File: src/rtl/demod_pkg.sv
// Shared types and constants for the QAM16 demodulator front-end arbiter.
// Four input sample bytes produce one demodulated output byte.
package demod_pkg;

  localparam int FRAME_LEN_DEF       = 256;
  localparam int QAM16_BYTES_PER_OUT = 4;

  typedef enum logic [1:0] {
    ST_IDLE  = 2'd0,
    ST_LOAD  = 2'd1,
    ST_DRAIN = 2'd2
  } demod_arb_state_t;

endpackage

File: src/rtl/demod_rr_arb2.sv
// Two-way frame arbiter: grants one requester per frame. Grant is registered and
// held while both requests are low; advance hands priority to the source not granted.
module demod_rr_arb2 (
  input  logic clk_i,
  input  logic rst_n_i,
  input  logic req0_i,
  input  logic req1_i,
  input  logic adv_i,
  output logic gnt_o,
  output logic prio_o
);

  logic gnt_q, gnt_d;
  logic prio_q, prio_d;

  // Requests are only presented while the owner is idle, so the grant freezes for the frame.
  always_comb begin
    gnt_d = gnt_q;
    if (req0_i && !req1_i) begin
      gnt_d = 1'b0;
    end else if (req1_i && !req0_i) begin
      gnt_d = 1'b1;
    end else if (req0_i && req1_i) begin
      gnt_d = prio_q;
    end
  end

  always_comb begin
    prio_d = prio_q;
    if (adv_i) begin
      prio_d = ~gnt_q;
    end
  end

  always_ff @(posedge clk_i or negedge rst_n_i) begin
    if (!rst_n_i) begin
      gnt_q  <= 1'b0;
      prio_q <= 1'b0;
    end else begin
      gnt_q  <= gnt_d;
      prio_q <= prio_d;
    end
  end

  assign gnt_o  = gnt_q;
  assign prio_o = prio_q;

endmodule

File: src/rtl/demod_arb.sv
// Whole-frame arbiter between two sample sources and a shared demodulator core; one-cycle
// registered latency on both paths. Only the granted source sees ready, and only during LOAD.
module demod_arb
  import demod_pkg::*;
#(
  parameter int FRAME_LEN = FRAME_LEN_DEF,
  parameter int OUT_LEN   = FRAME_LEN / QAM16_BYTES_PER_OUT,
  parameter int TIMEOUT   = 1024
) (
  input  logic       i_clk,
  input  logic       i_rst_n,
  input  logic [7:0] i_s0_data,
  input  logic       i_s0_valid,
  output logic       o_s0_ready,
  input  logic [7:0] i_s1_data,
  input  logic       i_s1_valid,
  output logic       o_s1_ready,
  output logic [7:0] o_dm_data,
  output logic       o_dm_enb,
  input  logic [7:0] i_dm_data,
  input  logic       i_dm_valid,
  output logic [7:0] o_data,
  output logic       o_valid,
  output logic       o_src,
  output logic       o_last,
  output logic       o_err
);

  localparam int IN_W   = (FRAME_LEN > 1) ? $clog2(FRAME_LEN) : 1;
  localparam int OUT_W  = (OUT_LEN > 1) ? $clog2(OUT_LEN) : 1;
  localparam int IDLE_W = $clog2(TIMEOUT + 1);

  demod_arb_state_t state_q, state_d;
  logic [IN_W-1:0]   in_cnt_q, in_cnt_d;
  logic [OUT_W-1:0]  out_cnt_q, out_cnt_d;
  logic [IDLE_W-1:0] idle_cnt_q, idle_cnt_d;

  logic [7:0] dm_data_q, dm_data_d;
  logic       dm_enb_q, dm_enb_d;
  logic [7:0] out_data_q, out_data_d;
  logic       out_valid_q, out_valid_d;
  logic       out_src_q, out_src_d;
  logic       out_last_q, out_last_d;
  logic       err_q, err_d;

  logic       grant;
  logic       prio;
  logic       arb_adv;
  logic       in_idle;
  logic       in_load;
  logic       sel_valid;
  logic [7:0] sel_data;
  logic       accept;

  assign in_idle = (state_q == ST_IDLE);
  assign in_load = (state_q == ST_LOAD);

  demod_rr_arb2 u_arb (
    .clk_i   (i_clk),
    .rst_n_i (i_rst_n),
    .req0_i  (in_idle && i_s0_valid),
    .req1_i  (in_idle && i_s1_valid),
    .adv_i   (arb_adv),
    .gnt_o   (grant),
    .prio_o  (prio)
  );

  assign o_s0_ready = in_load && !grant;
  assign o_s1_ready = in_load && grant;
  assign sel_valid  = grant ? i_s1_valid : i_s0_valid;
  assign sel_data   = grant ? i_s1_data : i_s0_data;
  assign accept     = in_load && sel_valid;

  always_comb begin
    state_d     = state_q;
    in_cnt_d    = in_cnt_q;
    out_cnt_d   = out_cnt_q;
    idle_cnt_d  = idle_cnt_q;
    dm_enb_d    = accept;
    dm_data_d   = accept ? sel_data : dm_data_q;
    out_valid_d = 1'b0;
    out_last_d  = 1'b0;
    out_data_d  = out_data_q;
    out_src_d   = out_src_q;
    err_d       = 1'b0;
    arb_adv     = 1'b0;

    case (state_q)
      ST_IDLE: begin
        if (i_dm_valid) begin
          err_d = 1'b1;
        end
        if (i_s0_valid || i_s1_valid) begin
          state_d  = ST_LOAD;
          in_cnt_d = '0;
        end
      end

      ST_LOAD: begin
        if (i_dm_valid) begin
          err_d = 1'b1;
        end
        if (accept) begin
          if (in_cnt_q == IN_W'(FRAME_LEN - 1)) begin
            in_cnt_d   = '0;
            out_cnt_d  = '0;
            idle_cnt_d = '0;
            state_d    = ST_DRAIN;
          end else begin
            in_cnt_d = in_cnt_q + 1'b1;
          end
        end
      end

      ST_DRAIN: begin
        if (i_dm_valid) begin
          out_valid_d = 1'b1;
          out_data_d  = i_dm_data;
          out_src_d   = grant;
          idle_cnt_d  = '0;
          if (out_cnt_q == OUT_W'(OUT_LEN - 1)) begin
            out_last_d = 1'b1;
            out_cnt_d  = '0;
            arb_adv    = 1'b1;
            state_d    = ST_IDLE;
          end else begin
            out_cnt_d = out_cnt_q + 1'b1;
          end
        end else if (idle_cnt_q == IDLE_W'(TIMEOUT - 1)) begin
          // Core went quiet: abandon the frame without o_last so the other source gets a turn.
          err_d      = 1'b1;
          idle_cnt_d = '0;
          out_cnt_d  = '0;
          arb_adv    = 1'b1;
          state_d    = ST_IDLE;
        end else begin
          idle_cnt_d = idle_cnt_q + 1'b1;
        end
      end

      default: begin
        state_d = ST_IDLE;
      end
    endcase
  end

  always_ff @(posedge i_clk or negedge i_rst_n) begin
    if (!i_rst_n) begin
      state_q     <= ST_IDLE;
      in_cnt_q    <= '0;
      out_cnt_q   <= '0;
      idle_cnt_q  <= '0;
      dm_data_q   <= '0;
      dm_enb_q    <= 1'b0;
      out_data_q  <= '0;
      out_valid_q <= 1'b0;
      out_src_q   <= 1'b0;
      out_last_q  <= 1'b0;
      err_q       <= 1'b0;
    end else begin
      state_q     <= state_d;
      in_cnt_q    <= in_cnt_d;
      out_cnt_q   <= out_cnt_d;
      idle_cnt_q  <= idle_cnt_d;
      dm_data_q   <= dm_data_d;
      dm_enb_q    <= dm_enb_d;
      out_data_q  <= out_data_d;
      out_valid_q <= out_valid_d;
      out_src_q   <= out_src_d;
      out_last_q  <= out_last_d;
      err_q       <= err_d;
    end
  end

  assign o_dm_data = dm_data_q;
  assign o_dm_enb  = dm_enb_q;
  assign o_data    = out_data_q;
  assign o_valid   = out_valid_q;
  assign o_src     = out_src_q;
  assign o_last    = out_last_q;
  assign o_err     = err_q;

  a_ready_onehot: assert property (@(posedge i_clk) disable iff (!i_rst_n)
    !(o_s0_ready && o_s1_ready));

  a_prio_flips: assert property (@(posedge i_clk) disable iff (!i_rst_n)
    arb_adv |=> (prio == ~$past(grant)));

endmodule
File: config.mk
export PLATFORM = sky130hd
export DESIGN_NAME = demod_arb
export DESIGN_NICKNAME = d
export VERILOG_FILES = /design/src/rtl/demod_pkg.sv /design/src/rtl/demod_rr_arb2.sv /design/src/rtl/demod_arb.sv
export SDC_FILE = /design/constraint.sdc
export NUM_CORES = 1
export LEC_CHECK = 0
export ABC_AREA = 1
export ABC_CLOCK_PERIOD_IN_PS = 3300
export CORE_ASPECT_RATIO = 1.2
export CORE_MARGIN = 5
export CORE_UTILIZATION = 35
export CTS_CLUSTER_SIZE = 25
export DETAILED_ROUTE_END_ITERATION = 16
export GPL_TIMING_DRIVEN = 0
export PLACE_DENSITY = 0.54
export SLEW_MARGIN = 20
export SYNTH_ARGS = -nofsm -noshare
export SYNTH_HDL_FRONTEND = slang
export SYNTH_SLANG_ARGS = --single-unit
File: constraint.sdc
create_clock -name i_clk -period 3.3 [get_ports i_clk]
set_clock_uncertainty 0.15 [all_clocks]
set_input_delay 0.825 -clock i_clk [delete_from_list [all_inputs] [get_ports i_clk]]
set_output_delay 0.825 -clock i_clk [all_outputs]
set_load 0.005 [all_outputs]
# After elaboration in Yosys (flattened, before gate mapping)
# Cells that the tools add are included.
# word_totals
ff_bits	50
output_inout_bits	23
elab_cells	86
# classes
n_addsub	3
n_eq_ne	10
mux	37
bitwise	1
reduce_logical	22
# ops
operator	n
two-way mux 11 bit	4
two-way mux 8 bit	4
two-way mux 6 bit	5
case mux 11 bit (2 select lines)	1
case mux 8 bit (2 select lines)	1
two-way mux 1 bit	13
two-way mux 2 bit	6
case mux 6 bit (2 select lines)	1
adder 11 x 1 -> 11 bit, second input constant	1
equality test 11 x 10 -> 1 bit, second input constant	1
adder 8 x 1 -> 8 bit, second input constant	1
equality test 8 bit, second input constant	1
logical AND 1 bit	8
adder 6 x 1 -> 6 bit, second input constant	1
equality test 6 bit, second input constant	1
inequality test 2 x 1 -> 1 bit, second input constant	3
inequality test 3 bit, second input constant	2
case mux 2 bit (3 select lines)	1
AND reduction 3 bit	2
AND reduction 5 bit	1
AND reduction 4 bit	1
nonzero test 2 bit	2
logical NOT 1 bit	3
nonzero test 3 bit	1
other kinds (8)	8

# Logic depth before layout (Yosys ltp)
# logic_depth
word_depth	6
depth_mapped	10
ltp_nobuf	10

# By module
# From an unflattened synthesis, not the netlist that was laid out.
# hier_totals
hier_cells	328
area_unflattened_um2	2598.7
# modules_own_cells
module	instances	cells_each	area_each_um2
demod_arb	1	318	2517.4
demod_rr_arb2	1	10	81.3

# Worst setup path after synthesis
# Ideal clock, no wire load.
# synth_path
path_type	input -> register
start	input i_s0_valid
end	register in_cnt_q[5]
setup_ns	0.120
arrival_time_ns	1.581
setup_slack_ns	1.449
cell_stages	8
n_path_buf	1
path_cell_list	inv_1 -> o21ai_1 -> nand2_2 -> nand2_1 -> buf_4 -> nand3_1 -> o21ai_0 -> nor2_1
# synth_via
elab_chain_len	4
word_cells_on_any_way	6
# synth_lines
element	line	text
start, declared	demod_arb.sv:13	input logic i_s0_valid,
two-way mux 1 bit	demod_arb.sv:70	assign sel_valid = grant ? i_s1_valid : i_s0_valid;
logical AND 1 bit	demod_arb.sv:72	assign accept = in_load && sel_valid;
inequality test 2 x 1 -> 1 bit (no source line)	-	
AND reduction 3 bit (no source line) *	-	
end signal, assigned	demod_arb.sv:162	in_cnt_q <= in_cnt_d;
end, declared	demod_arb.sv:34	logic [IN_W-1:0] in_cnt_q, in_cnt_d;
# Every way passes the cells marked *; elsewhere a longest branch is shown, timed or not.
# A chain may end at the register's enable or synchronous reset.

# Worst setup path after layout
# layout_path
start	register u_arb.gnt_q (netlist: u_arb.gnt_o)
end	output o_s1_ready
# layout_via
elab_chain_len	1
# layout_lines
element	line	text
start, declared	demod_rr_arb2.sv:13	logic gnt_q, gnt_d;
start signal, assigned	demod_rr_arb2.sv:40	gnt_q <= gnt_d;
logical AND 1 bit	demod_arb.sv:69	assign o_s1_ready = in_load && grant;
end, declared	demod_arb.sv:17	output logic o_s1_ready,
# Every way passes these cells.

==> parameters.txt <==
Parameter                              Value

Flow run
  Max-cap viol count ... 0

Clock tree
  Hold_buf cts ... 0
  Max Root-Sink Buffers ... 2
  CTS Root Cell ... sky130_fd_sc_hd__clkbuf_8
  Post-CTS Setup Repair Bufs ... 0
  TritonCTS clock tree ... yes
  Cells resized by post-CTS repair ... 0
  Clock buffers created by TritonCTS ... 5
  Clock latency at the later pin of the worst-skew pair ... slightly above 0.3 ns
  Clock transition at the register clock pins on the worst setup and hold paths after CTS ... 0.09 ns
  Clock net sink count ... 50
  Deepest level of the CTS H-tree ... 2

Synthesis
  Share of cell area taken by muxes after synthesis ... 0%
  Largest area contributor in the synthesized netlist ... sky130_fd_sc_hd__dfrtp_1
  Leading cell types by total area after synthesis ... sky130_fd_sc_hd__dfrtp_1 49%, sky130_fd_sc_hd__nand2_1 17%, sky130_fd_sc_hd__nor2_1 5.6%, sky130_fd_sc_hd__inv_1 4.0%, sky130_fd_sc_hd__nand3_1 3.5%
  Share of synthesized cell area in and, or, nand and nor gates ... 34.58%
  Top cell type's share of synthesized area ... 49.19%
  Number of cells produced by synthesis ... between 300 and 400
  Adder and majority gate portion of the synthesized area ... 1.476%
  Part of the Yosys area used for sequential elements ... around half
  Dominant combinational cell family by area after synthesis ... simple AND/OR/NAND/NOR gates
  Register bit total from synthesis ... 50
  Post-Synth XOR/XNOR Area ... 1.722%
  Compound-Gate Fraction of Synth Area ... under 10%
  Net count of the mapped netlist ... 358
  Post-synthesis instance area ... 2544 um^2
  Syn avg cell area ... around 8 um^2
  Number of synthesis warnings ... 0
  Distinct cells, synth ... 30

Final layout
  Multi-input logic area ... 1127 um^2
  Count of antenna diodes in the layout ... 0
  Flip-flop and latch area ... 1251 um^2
  Layout Area Growth over Synthesis ... 28.14%
  Total number of nets in the final design ... 416
  Fraction of final layout cells sized beyond drive strength 1 ... 8.052%
  Final standard cell count with taps included and fillers excluded ... 475
  Filler cell count in the final layout ... 708

Detailed routing
  Via count ... 2156
  Antenna Violating Nets Remaining ... 0
  Routed wire length ... 5922 um
  Drt via density ... 4.539
  Total iterations of the first detailed-routing run ... 4
  Violation count after the first detailed-routing iteration ... 87
  Number of design rule violations left after detail routing ... 0
  Routed wirelength normalized by instance count ... 12.47 um

Power and ir drop
  Leakage power summed over all cells ... 1.574 nW
  Int Pwr ... 1.017 mW
  Design Power ... about 1.4 mW
  Proportion of power drawn by the clock network ... about a quarter
  Max VDD drop ... 0.2743 mV
  Combinational share of power ... 21.7%
  Pwr per Cell Area ... 440.5 nW/um^2
  Sequential power share ... 51.8%
  Net switching power ... 0.4193 mW
  Switch share ... between 20 and 30%

Worst hold path
  HP Start ... o_data[5]
  Worst min-delay path category ... reg2reg

Setup path
  Worst Path Required ... 2.32 ns
  Worst EP arrival ... between 1.5 and 2 ns
  Worst path cell trace ... clkinv_1 > nor2_1 > clkdlybuf4s50_1
  Stage delay of the slowest cell on the critical path ... 0.51 ns
  Reg-to-reg startpoint ... idle_cnt_q[0]
  Highest-delay cell along the critical path ... sky130_fd_sc_hd__clkdlybuf4s50_1
  Kind of start point of the critical path ... flip-flop
  Source of the critical timing path ... u_arb.gnt_o
  Largest fanout on the critical path ... 10
  Critical path endpoint category ... primary output
  Critical setup path kind ... reg2out

Floorplan
  Initial core utilization ... 35.38%
  Core box area ... 7189 um^2
  Height of the die ... 103.4 um
  I/O pin total ... 52
  Die outline width ... 87.82 um
  Placement Rows ... 34
  Die Area ... slightly above 9000 um^2

Global routing
  Number of antenna violations at the first check in global routing ... 0
  Grt total ovfl ... 0
  First-pass GRT wire length ... 9680 um
  Pin count of the biggest net entering global routing ... ~50
  All-Layer GR Usage ... 13.61%
  Vias in the first global route ... 2072

Placement
  Cell Count Post-Placement ... 467
  Routability congestion estimate ... slightly below 0.8
  Hpwl dp ... about 4300 um
  Count of input and output buffers ... 51

STA
  Worst slack on hold paths ... 0.3357 ns
  Number of max-slew violations in the final report ... 0
  Slew headroom ... 56.20%
  Post-route minimum period ... approximately 2.7 ns
  Share of the clock period used by the worst path after layout ... 80.97%
  Final setup violation count ... 0
  Peak clock frequency supported by timing ... 374.3 MHz
  Final Hold Vio Count ... 0
  Unrepaired setup endpoints after global routing ... false
  Actual transition at the worst max-transition pin ... roughly 0.66 ns

Outcome
  Result of the run ... complete, no violations
==> cell type report <==
class | count | share of cell area [%]
clock inverters | 2 | 0.3839
plain buffers | 6 | 1.228
multi-input cells | 237 | 34.59
inverters | 33 | 3.839
repair buffers | 51 | 15.59
clock buffers | 6 | 2.534
well taps | 90 | 3.455
flip-flops and latches | 50 | 38.39
==> worst paths after layout <==
check                                end  slack [ns]  depth (start not counted)
hold / removal                 o_data[5]        0.34                          2
hold reg to reg                o_data[5]        0.34                          2
setup / recovery              o_s1_ready        0.63                          3
setup reg to reg            u_arb.prio_o        1.38                         10
max in group asynchronous   o_dm_data[2]        2.16                          1
min in group asynchronous  idle_cnt_q[3]        0.36                          1
==> cell usage after synthesis, drive strengths merged <==
library cell / count
o21ai: 15
clkbuf: 1
ha: 3
buf: 5
nand4: 8
dfrtp: 50
nor2: 47
clkinv: 4
o21bai: 1
nor3: 2
or2: 1
xor2: 4
a31oi: 8
nand2: 119
nor3b: 2
nand3: 18
xnor2: 1
a21oi: 6
nand3b: 2
inv: 29
==> state kept, by name (all words and copies together) (netlist names) <==
signal,count
o_dm_enb,1
u_arb.prio_o,1
o_last,1
state_q,2
u_arb.gnt_o,1
o_data,8
o_dm_data,8
o_err,1
in_cnt_q,8
o_src,1
idle_cnt_q,11
out_cnt_q,6
o_valid,1
==> metrics by stage <==
stage          setup TNS, ns  setup WS (ns)  instance area [um^2]  util (%)
2_1_floorplan              0          1.449                  2544         -
3_3_place_gp          -17.67        -0.3555                  3167     44.05
3_5_place_dp               0         0.6968                  3164     44.01
4_1_cts                    0         0.5870                  3259     45.34
5_1_grt                    0         0.4862                  3259     45.34
6_report                   0         0.6281                  3259     45.34
==> cell usage in the layout, fill, tap and decap left out, types with 4 or more instances in the layout <==
cell                              count
sky130_fd_sc_hd__inv_1               27
sky130_fd_sc_hd__nand4_1              8
sky130_fd_sc_hd__nand3_1             18
sky130_fd_sc_hd__nor2_4               7
sky130_fd_sc_hd__o21ai_0             12
sky130_fd_sc_hd__a31oi_1              8
sky130_fd_sc_hd__nor2_1              38
sky130_fd_sc_hd__clkbuf_8             6
sky130_fd_sc_hd__dfrtp_1             50
sky130_fd_sc_hd__clkdlybuf4s50_1     50
sky130_fd_sc_hd__nand2_1            116
sky130_fd_sc_hd__a21oi_1              6
sky130_fd_sc_hd__xor2_1               4
==> power by group through the flow <==
stage	Clock, mW	Sequential, mW	Combinational (mW)
4_1_cts	0.398	0.745	0.319
3_5_place_dp	0	0.757	0.318
2_1_floorplan	0	0.751	0.159
3_3_place_gp	0	0.755	0.315
6_report	0.381	0.744	0.311
5_1_grt	0.422	0.758	0.356
==> routing by layer <==
layer	up-vias	global-route usage [%]	wire length, um
met4	0	4.014	77
met3	6	2.773	213
met5	-	0	0
met1	970	16.52	2555
li1	1152	-	-
met2	28	24.25	3075
==> critical path, delay by kind of cell (launching register included) <==
family                 cells  cell delay, ns
buffers and inverters      2            0.80
flip-flops                 1            0.41
AND/OR/NAND/NOR            1            0.19
==> logic make-up (layout without fill, tap and decap cells) <==
group | count (synthesis) | count (layout)
and+or+nand+nor | 199 | 199
DFF | 50 | 50
buffers and inverters | 39 | 98
AOI/OAI and AO/OA | 30 | 30
xor gates and xnor gates | 5 | 5
adders and majority gates | 3 | 3
No activity file was read; power rests on OpenSTA's default activity.
